$ cat src/rtl/tc_pkg.sv
// tc_pkg: shared state encoding, defaults and config record for the burst interrupter
package tc_pkg;
  localparam int DEF_CNT_W = 16;
  localparam int DEF_MIN_OFF = 4;
  typedef enum logic [1:0] {IDLE, ON, OFF, FAULT} state_t;
  typedef struct packed {
    logic [DEF_CNT_W-1:0] period;
    logic [DEF_CNT_W-1:0] eff_on;
  } cfg_t;
endpackage

$ cat src/rtl/tc_cfg_shadow.sv
// tc_cfg_shadow: load validation, on-time clamp, cfg_err and active/pending config registers
module tc_cfg_shadow
  import tc_pkg::*;
#(
  parameter int CNT_W = DEF_CNT_W,
  parameter int MIN_OFF = DEF_MIN_OFF
) (
  input  logic             clk,
  input  logic             reset,
  input  logic             load,
  input  logic [CNT_W-1:0] period,
  input  logic [CNT_W-1:0] on_time,
  input  logic             direct,
  input  logic             apply,
  output logic [CNT_W-1:0] act_period,
  output logic [CNT_W-1:0] act_eff_on,
  output logic [CNT_W-1:0] sel_eff_on,
  output logic             act_valid,
  output logic             cfg_err
);
  localparam logic [CNT_W-1:0] MO = CNT_W'(MIN_OFF);
  logic [CNT_W-1:0] act_per_q, act_per_d, act_on_q, act_on_d;
  logic [CNT_W-1:0] pend_per_q, pend_per_d, pend_on_q, pend_on_d;
  logic [CNT_W-1:0] room, eff;
  logic pend_q, pend_d, err_q, err_d, ok;
  always_comb begin
    room = period - MO;
    eff = on_time < room ? on_time : room;
    ok = load && period > MO && on_time != '0;
    err_d = load && !ok;
    act_per_d = act_per_q;
    act_on_d = act_on_q;
    pend_per_d = pend_per_q;
    pend_on_d = pend_on_q;
    pend_d = pend_q;
    if (apply && pend_q) begin
      act_per_d = pend_per_q;
      act_on_d = pend_on_q;
      pend_d = 1'b0;
    end
    if (ok && direct) begin
      act_per_d = period;
      act_on_d = eff;
      pend_d = 1'b0;
    end else if (ok) begin
      pend_per_d = period;
      pend_on_d = eff;
      pend_d = 1'b1;
    end
  end
  always_ff @(posedge clk) begin
    if (reset) begin
      act_per_q <= '0;
      act_on_q <= '0;
      pend_per_q <= '0;
      pend_on_q <= '0;
      pend_q <= 1'b0;
      err_q <= 1'b0;
    end else begin
      act_per_q <= act_per_d;
      act_on_q <= act_on_d;
      pend_per_q <= pend_per_d;
      pend_on_q <= pend_on_d;
      pend_q <= pend_d;
      err_q <= err_d;
    end
  end
  assign act_period = act_per_q;
  assign act_eff_on = act_on_q;
  assign act_valid = act_per_q != '0;
  assign sel_eff_on = pend_q ? pend_on_q : act_on_q;
  assign cfg_err = err_q;
endmodule

$ cat src/rtl/tc_interrupter.sv
// tc_interrupter: burst gate-enable generator with programmable period/on-time, minimum off-time and latched fault
module tc_interrupter
  import tc_pkg::*;
#(
  parameter int CNT_W = DEF_CNT_W,
  parameter int MIN_OFF = DEF_MIN_OFF
) (
  input  logic             clk,
  input  logic             reset,
  input  logic             enable,
  input  logic [CNT_W-1:0] period,
  input  logic [CNT_W-1:0] on_time,
  input  logic             load,
  input  logic             fault,
  input  logic             clear_fault,
  output logic             gate_en,
  output logic             pulse_start,
  output logic             busy,
  output logic             fault_latched,
  output logic             cfg_err
);
  state_t state_q, state_d;
  logic [CNT_W-1:0] cnt_q, cnt_d, act_period, act_eff_on, sel_eff_on;
  logic act_valid, direct, apply, gate_q, start_q, busy_q, flt_q;
  tc_cfg_shadow #(.CNT_W(CNT_W), .MIN_OFF(MIN_OFF)) u_cfg (
    .clk(clk),
    .reset(reset),
    .load(load),
    .period(period),
    .on_time(on_time),
    .direct(direct),
    .apply(apply),
    .act_period(act_period),
    .act_eff_on(act_eff_on),
    .sel_eff_on(sel_eff_on),
    .act_valid(act_valid),
    .cfg_err(cfg_err)
  );
  always_comb begin
    state_d = state_q;
    cnt_d = cnt_q;
    unique case (state_q)
      IDLE: if (enable && act_valid) begin
        state_d = ON;
        cnt_d = act_eff_on - 1'b1;
      end
      ON: begin
        cnt_d = cnt_q - 1'b1;
        if (cnt_q == '0) begin
          state_d = OFF;
          cnt_d = act_period - act_eff_on - 1'b1;
        end else if (!enable) begin
          state_d = OFF;
          cnt_d = CNT_W'(MIN_OFF - 1);
        end
      end
      OFF: begin
        cnt_d = cnt_q - 1'b1;
        if (cnt_q == '0) begin
          state_d = enable ? ON : IDLE;
          cnt_d = enable ? sel_eff_on - 1'b1 : '0;
        end
      end
      FAULT: if (clear_fault) begin
        state_d = IDLE;
        cnt_d = '0;
      end
    endcase
    if (fault) begin
      state_d = FAULT;
      cnt_d = '0;
    end
    direct = state_q == FAULT || (state_q == IDLE && !(enable && act_valid));
    apply = (state_q == OFF && state_d == ON) || (state_q != IDLE && state_d == IDLE);
  end
  always_ff @(posedge clk) begin
    if (reset) begin
      state_q <= IDLE;
      cnt_q <= '0;
      gate_q <= 1'b0;
      start_q <= 1'b0;
      busy_q <= 1'b0;
      flt_q <= 1'b0;
    end else begin
      state_q <= state_d;
      cnt_q <= cnt_d;
      gate_q <= state_d == ON;
      start_q <= state_d == ON && state_q != ON;
      busy_q <= state_d == ON || state_d == OFF;
      flt_q <= state_d == FAULT;
    end
  end
  assign gate_en = gate_q;
  assign pulse_start = start_q;
  assign busy = busy_q;
  assign fault_latched = flt_q;
endmodule

$ cat config.mk
export PLATFORM = sky130hd
export DESIGN_NAME = tc_interrupter
export DESIGN_NICKNAME = d
export VERILOG_FILES = /design/src/rtl/tc_pkg.sv /design/src/rtl/tc_cfg_shadow.sv /design/src/rtl/tc_interrupter.sv
export SDC_FILE = /design/constraint.sdc
export NUM_CORES = 1
export LEC_CHECK = 0
export ABC_AREA = 1
export BUFFER_PORTS_ARGS = -buffer_cell sky130_fd_sc_hd__buf_2
export CAP_MARGIN = 5
export CELL_PAD_IN_SITES_DETAIL_PLACEMENT = 1
export CELL_PAD_IN_SITES_GLOBAL_PLACEMENT = 1
export CORE_MARGIN = 2
export CORE_UTILIZATION = 40
export CTS_CLUSTER_DIAMETER = 150
export DETAILED_ROUTE_END_ITERATION = 12
export PLACE_DENSITY_LB_ADDON = 0.1
export SLEW_MARGIN = 15
export SYNTH_ARGS = -nofsm -noshare
export SYNTH_HDL_FRONTEND = slang
export SYNTH_SLANG_ARGS = --single-unit
$ cat constraint.sdc
create_clock -name clk -period 2.6 [get_ports clk]
set_clock_uncertainty 0.15 [all_clocks]
set_input_delay 0.26 -clock clk [delete_from_list [all_inputs] [get_ports clk]]
set_output_delay 0.26 -clock clk [all_outputs]
set_load 0.02 [all_outputs]
# ---- After elaboration in Yosys (flattened, before gate mapping)
# Index checks and enable logic that the tools add are counted.
# Widths: inputs -> output; s select.
dict set report totals {
  regBits 88
  output_inout_bits 5
  word_cells 80
}
dict set report op_classes {
  add_sub_neg 6
  n_lt_le_gt_ge 2
  n_eq_ne 9
  muxes 23
  bitwise_logic 1
  n_reduce_logical 27
}
# op n
set op_table {}
lappend op_table {{$mux 16} 12}
lappend op_table {{$pmux 16 s4} 1}
lappend op_table {{$sub 16x1->16 const B} 4}
lappend op_table {{$reduce_bool 16->1} 2}
lappend op_table {{$gt 16x3->1 const B} 1}
lappend op_table {{$logic_not 16->1} 1}
lappend op_table {{$lt 16x16->1} 1}
lappend op_table {{$sub 16x16->16} 1}
lappend op_table {{$sub 16x3->16 const B} 1}
lappend op_table {{$mux 2} 6}
lappend op_table {{$logic_and 1x1->1} 10}
lappend op_table {{$eq 2x2->1 const B} 4}
lappend op_table {{$pmux 2 s4} 1}
lappend op_table {{$reduce_bool 2->1} 3}
lappend op_table {{$eq 2x1->1 const B} 2}
lappend op_table {{$logic_not 2->1} 2}
lappend op_table {{$ne 2x2->1 const B} 2}
lappend op_table {{$reduce_and 2->1} 2}
lappend op_table {{$reduce_or 2->1} 2}
lappend op_table {{$logic_or 1x1->1} 3}
lappend op_table {{$mux 1} 3}
lappend op_table {{$logic_not 1->1} 2}
lappend op_table {{$ne 2x1->1 const B} 1}
lappend op_table {{$not 1->1} 1}

# ---- Depth between registers and ports, before layout
dict set report depth {
  depth_word 11
  ltp_mapped 22
}

# ---- Hierarchy
# A second synthesis with hierarchy kept.
dict set report hier_totals {
  cells_unflattened 1242
  hier_area_um2 7433.4
}
# mod instances cells_per_inst area_per_inst_um2 seq_area_each_um2
set by_module_without_submodules {}
lappend by_module_without_submodules {tc_cfg_shadow 1 607 3968.8 1321.3}
lappend by_module_without_submodules {tc_interrupter 1 635 3464.6 440.4}

# ---- Worst setup path after synthesis
# No wires, ideal clock.
dict set report synth_path {
  path_type {register -> register}
  from {register cnt_q[0]}
  to {register u_cfg.act_per_q[10], in the netlist u_cfg.act_period[10]}
  setup_ns 0.128
  arrival_ns 2.536
  required_time_ns 2.322
  path_slack_ns -0.214
  stages_incl_launch_ff 20
  period_less_slack_ns 2.814
  cell_sequence {dfxtp_1 -> inv_1 -> ha_1 -> inv_1 -> nor2_1 -> nand2_1 -> nor2_2 -> nand2_2 -> nand2_1 -> inv_1 -> nor4_2 -> ha_1 -> inv_1 -> o21bai_1 -> nand3_2 -> inv_2 -> buf_2 -> o21ai_0 -> o21ai_0 -> a21oi_1}
}
dict set report synth_between {
  elab_chain_cells 9
}
# item line_no
set synth_rtl {}
lappend synth_rtl {{start, declared} tc_interrupter.sv:23} ;# logic [CNT_W-1:0] cnt_q, cnt_d, act_period, act_eff_on, sel_eff_on;
lappend synth_rtl {{start signal, assigned} tc_interrupter.sv:86} ;# cnt_q <= cnt_d;
lappend synth_rtl {{$logic_not 16->1 *} {tc_interrupter.sv:49, tc_interrupter.sv:59}}
lappend synth_rtl {{$mux 2, on equally long branches} {tc_interrupter.sv:59, tc_interrupter.sv:49}}
lappend synth_rtl {{$pmux 2 s4 *} tc_interrupter.sv:42} ;# unique case (state_q)
lappend synth_rtl {{$mux 2 *} tc_interrupter.sv:69} ;# if (fault) begin
lappend synth_rtl {{$eq 2x1->1 / $logic_not 2->1 (equally long branches)} tc_interrupter.sv:74} ;# apply = (state_q == OFF && state_d == ON) || (state_q != IDLE && state_d == IDLE);
lappend synth_rtl {{$logic_and 1x1->1} tc_interrupter.sv:74}
lappend synth_rtl {{$logic_or 1x1->1 *} tc_interrupter.sv:74}
lappend synth_rtl {{$logic_and 1x1->1 *} tc_cfg_shadow.sv:36} ;# if (apply && pend_q) begin
lappend synth_rtl {{$reduce_bool 2->1 (no line) *} n/a}
lappend synth_rtl {{end signal, assigned} tc_cfg_shadow.sv:60} ;# act_per_q <= act_per_d;
lappend synth_rtl {{end, declared} tc_cfg_shadow.sv:22} ;# logic [CNT_W-1:0] act_per_q, act_per_d, act_on_q, act_on_d;
# Mark *: on every way between the ends. The rest lies on a longest branch, timed or not.
# A chain may end at the register's enable or synchronous reset.

# ---- Worst setup path in the final report
dict set report layout_path {
  from {register cnt_q[0]}
  to {register u_cfg.act_on_q[14], in the netlist u_cfg.act_eff_on[14]}
}
dict set report layout_between {
  elab_chain_cells 9
}
# item line_no
set layout_rtl {}
lappend layout_rtl {{$logic_not 16->1 *} {tc_interrupter.sv:49, tc_interrupter.sv:59}}
lappend layout_rtl {{$mux 2, on equally long branches} {tc_interrupter.sv:59, tc_interrupter.sv:49}}
lappend layout_rtl {{$pmux 2 s4 *} tc_interrupter.sv:42}
lappend layout_rtl {{$mux 2 *} tc_interrupter.sv:69}
lappend layout_rtl {{$eq 2x1->1 / $logic_not 2->1 (equally long branches)} tc_interrupter.sv:74}
lappend layout_rtl {{$logic_and 1x1->1} tc_interrupter.sv:74}
lappend layout_rtl {{$logic_or 1x1->1 *} tc_interrupter.sv:74}
lappend layout_rtl {{$logic_and 1x1->1 *} tc_cfg_shadow.sv:36}
lappend layout_rtl {{$reduce_bool 2->1 (no line) *} n/a}
lappend layout_rtl {{end signal, assigned} tc_cfg_shadow.sv:61} ;# act_on_q <= act_on_d;
lappend layout_rtl {{end, declared} tc_cfg_shadow.sv:22}
# Marked as above.

==> results.md <==
- Status: finished with violations
- Violated checks: setup timing
- Netlist cell types: 46
- HPWL after DPL: 23.2 mm
- Final min period: 2960 ps
- Global placement routability congestion: around 0.94
- EDFF count, synth: 0
- DIE AREA: 19300 sq um
- Htree depth: 3
- GR Layer Usage met2: 0.557
- Critical path startpoint category: flip-flop
- Fill cells: approximately 2.4k
- I/O pin cnt: 43
- Synth Cell Area: 7280 sq um
- CP Max Fanout: 5
- Hold slack final: around 15 ps
- Placed cells: 1561
- Max VDD drop: 435 uV
- Max Cap Viol: 0
- Core Box Area: 17900 sq um
- Slew Viols, Final: 0
- Max Clk Rate: between 300 and 400 MHz
- Post-layout nets: 1460
- Synth Area in Compound Gates: 0.195
- First-pass GRT wire length: between 50 and 60 mm
- Area grow syn2layout: 36.1%
- Synthesized instance count: 1193
- Worst slew margin: 0.603
- Vias per cell: ~5.7
- Critical path class: reg -> reg
- Synth Area per Inst: around 6.1 sq um
- YS warnings: 0
- Finished Core Util: 0.553
- DR pass1 iterations: 5
- Post-Synth Adder-Cell Area: 0.0698
- Arrival time at the worst endpoint: 3100 ps
- Via count: 9164
- Clk_lat worst skew: 360 ps
- Gr busiest metal: met2
- Starting Density: 0.407
- # setup viols final: 43
- Grt ovf: 0
- Unrepaired setup endpoints after global routing: yes
- Number of global-route vias before repair: 9248
- Worst min-delay path class: in -> reg
- Leak: approximately 5 nW
- Starting DRC count in detailed routing: 668
- TritonCTS clock tree: built
- GRT Util Overall: 0.333
- Final instance count without filler cells: between 1.5k and 2k
- Final setup margin: -357 ps
- Total CTS buffers: 9
- Largest family of logic cells by synthesized area: simple AND/OR/NAND/NOR gates
- Asr flop ratio synth: 0
- Power per cell area: just under 800 nW/um^2
- Post-Synthesis Net Count: 1271
- Seq/Total Area, Yosys: 0.242
- Rows: 49
- Reg2reg setup slack: -360 ps
- Initial antenna violation count: 0
- WP data required: between 2000 and 3000 ps
- Synth Area in XOR/XNOR: 0.0301
- IO Port Bufs: 42
- Tcrit/Tclk final: 1.14
- Final Hold Vio Count: 0
- Die width: 139 microns
- Die height: 139 microns
- Largest net degree at the start of global routing: about 50
- Clk buf depth: 2
- # clock sinks: 88
- Drt total wl: 33.7 mm
- GR Util met1: 0.442
- Yosys reg bits: 88
- Share of cells above drive strength 1: 0.281
- Root buffer cell: clkbuf_16
- Crit end category: flip-flop
- DRC viols: 0
- Commonest register cell after synthesis: dfxtp_1
- Clock transition at path regs: 80 ps
- DRT antenna net count: 0
- Pre-CTS setup slack: -419 ps
- Multiplexer share of the synthesized area: 0
- Worst Max-Slew Pin Slew: 595 ps
- Met3 usage: 0.0494
- Diodes inserted: 0
- Synth Area in Simple Gates: 0.345
- DR WL/cell: 20.9 microns
critical path, stage by stage (launching register included):
cell      delay, ps
dfxtp_2         330
inv_2            70
ha_4            130
inv_2            50
nor2_2           80
nand2_2          70
nor2_4          160
nand2_4         110
nand2_2         110
inv_2            60
nor4_4          270
buf_4           190
ha_4            120
o21bai_4        120
nand3_4         130
buf_8           180
buf_12          140
nand2_1          50
o21ai_1          60
a21oi_1         160
nand2_1          90
inv_1            60
cell usage in the layout, fill, tap and decap left out, drive strengths merged, types with 3 or more instances in the layout:
cell,count
clkinv,5
nor3,16
xor2,18
a21oi,114
nand4,21
nand3b,5
nand3,92
clkbuf,9
o21a,3
o21bai,4
o211ai,8
ha,39
o21ai,124
a31oi,6
buf,217
nor2,123
nor4,5
inv,169
nand2,297
dfxtp,88
xnor2,7
or2,4
a21o,3
final timing paths:
check                      start                   end  cells past startpoint
min reg2reg  u_cfg.pend_per_q[0]   u_cfg.pend_per_q[0]                      2
max                     cnt_q[0]  u_cfg.act_eff_on[14]                     21
max reg2reg             cnt_q[0]  u_cfg.act_eff_on[14]                     21
min                         load         u_cfg.cfg_err                      3
cell type report:
cell class                      count  area [sq um]  area share
Clock buffer                        9           225      0.0227
Clock inverter                      7          80.1     0.00808
Inverter                          169           652      0.0658
Sequential cell                    88          1760       0.178
Tap cell                          229           287      0.0289
Multi-Input combinational cell    897          5140       0.519
Timing Repair Buffer              217          1760       0.178
cell usage after synthesis, types with 2 or more instances:
cell type  number  area [sq um]
nor2_1        110           413
o21bai_1        4          30.0
nand3_1        88           440
nor3_1         13          65.1
inv_1         159           597
a21oi_1       113           566
nand2_2        10          62.6
nand4_1        21           131
o21a_1          3          22.5
nand3b_1        5          37.5
o21ai_1        10          50.1
nand2_4         3          33.8
ha_1           39           488
buf_2          19          95.1
nor2_4          5          56.3
clkinv_1        2          7.51
nand3_2         4          40.0
a21o_1          3          22.5
o21ai_2         4          35.0
nor2_2          8          50.1
o21ai_0       110           551
buf_4           4          30.0
or2_2           4          25.0
dfxtp_1        88          1760
nor4_1          4          25.0
buf_6           3          33.8
xor2_1         18           158
a31oi_1         6          37.5
xnor2_1         7          61.3
nand2_1       284          1070
inv_2           8          30.0
clkbuf_1       12          45.0
o211ai_1        8          60.1
nor3_2          2          20.0
routing by layer:
| layer | part of all wire | routed length, microns |
|---|---|---|
| met1 | 0.43 | 14300 |
| met2 | 0.48 | 16200 |
| met3 | 0.059 | 1990 |
| met4 | 0.036 | 1220 |
| met5 | 0 | 0 |
cells by family (layout without fill, tap and decap cells):
group | after synthesis | in the layout
AND/OR/NAND/NOR | 565 | 565
buffers and inverters | 208 | 402
AO/OA/AOI/OAI | 267 | 267
flip-flops | 88 | 88
XOR/XNOR | 25 | 25
adder cells (fa/ha/maj) | 40 | 40
registers in the layout, summed over array words and instances, names as in the netlist:
register,cells
cnt_q,16
u_cfg.pend_per_q,16
gate_en,1
u_cfg.pend_q,1
u_cfg.cfg_err,1
pulse_start,1
state_q,2
u_cfg.pend_on_q,16
u_cfg.act_eff_on,16
fault_latched,1
u_cfg.act_period,16
busy,1
stage by stage:
| stage | power (mW) | setup TNS [ps] | area, sq um |
|---|---|---|---|
| global route | 8.20 | -16680 | 9910 |
| CTS | 7.31 | -6630 | 9490 |
| global placement | 5.56 | -11250 | 8670 |
| finish | 7.69 | -10070 | 9910 |
| floorplan | 4.20 | -1010 | 7350 |
| detailed placement | 5.65 | -14790 | 8670 |
power by group:
part | switching, mW | internal, mW | total (mW)
registers | 0.152 | 1.55 | 1.70
logic | 2.85 | 1.73 | 4.58
clock network | 0.648 | 0.759 | 1.41
what timing repair did:
action / CTS / global route
endpoints found under the hold margin: 0 / 0
buffers inserted: 18 / 16
hold buffers: 0 / 0
gates resized for setup: 61 / 112
setup endpoints to repair: 43 / 56
pin swaps: 16 / 31
cloned: 8 / 1
No activity file was read; power rests on OpenSTA's default activity.
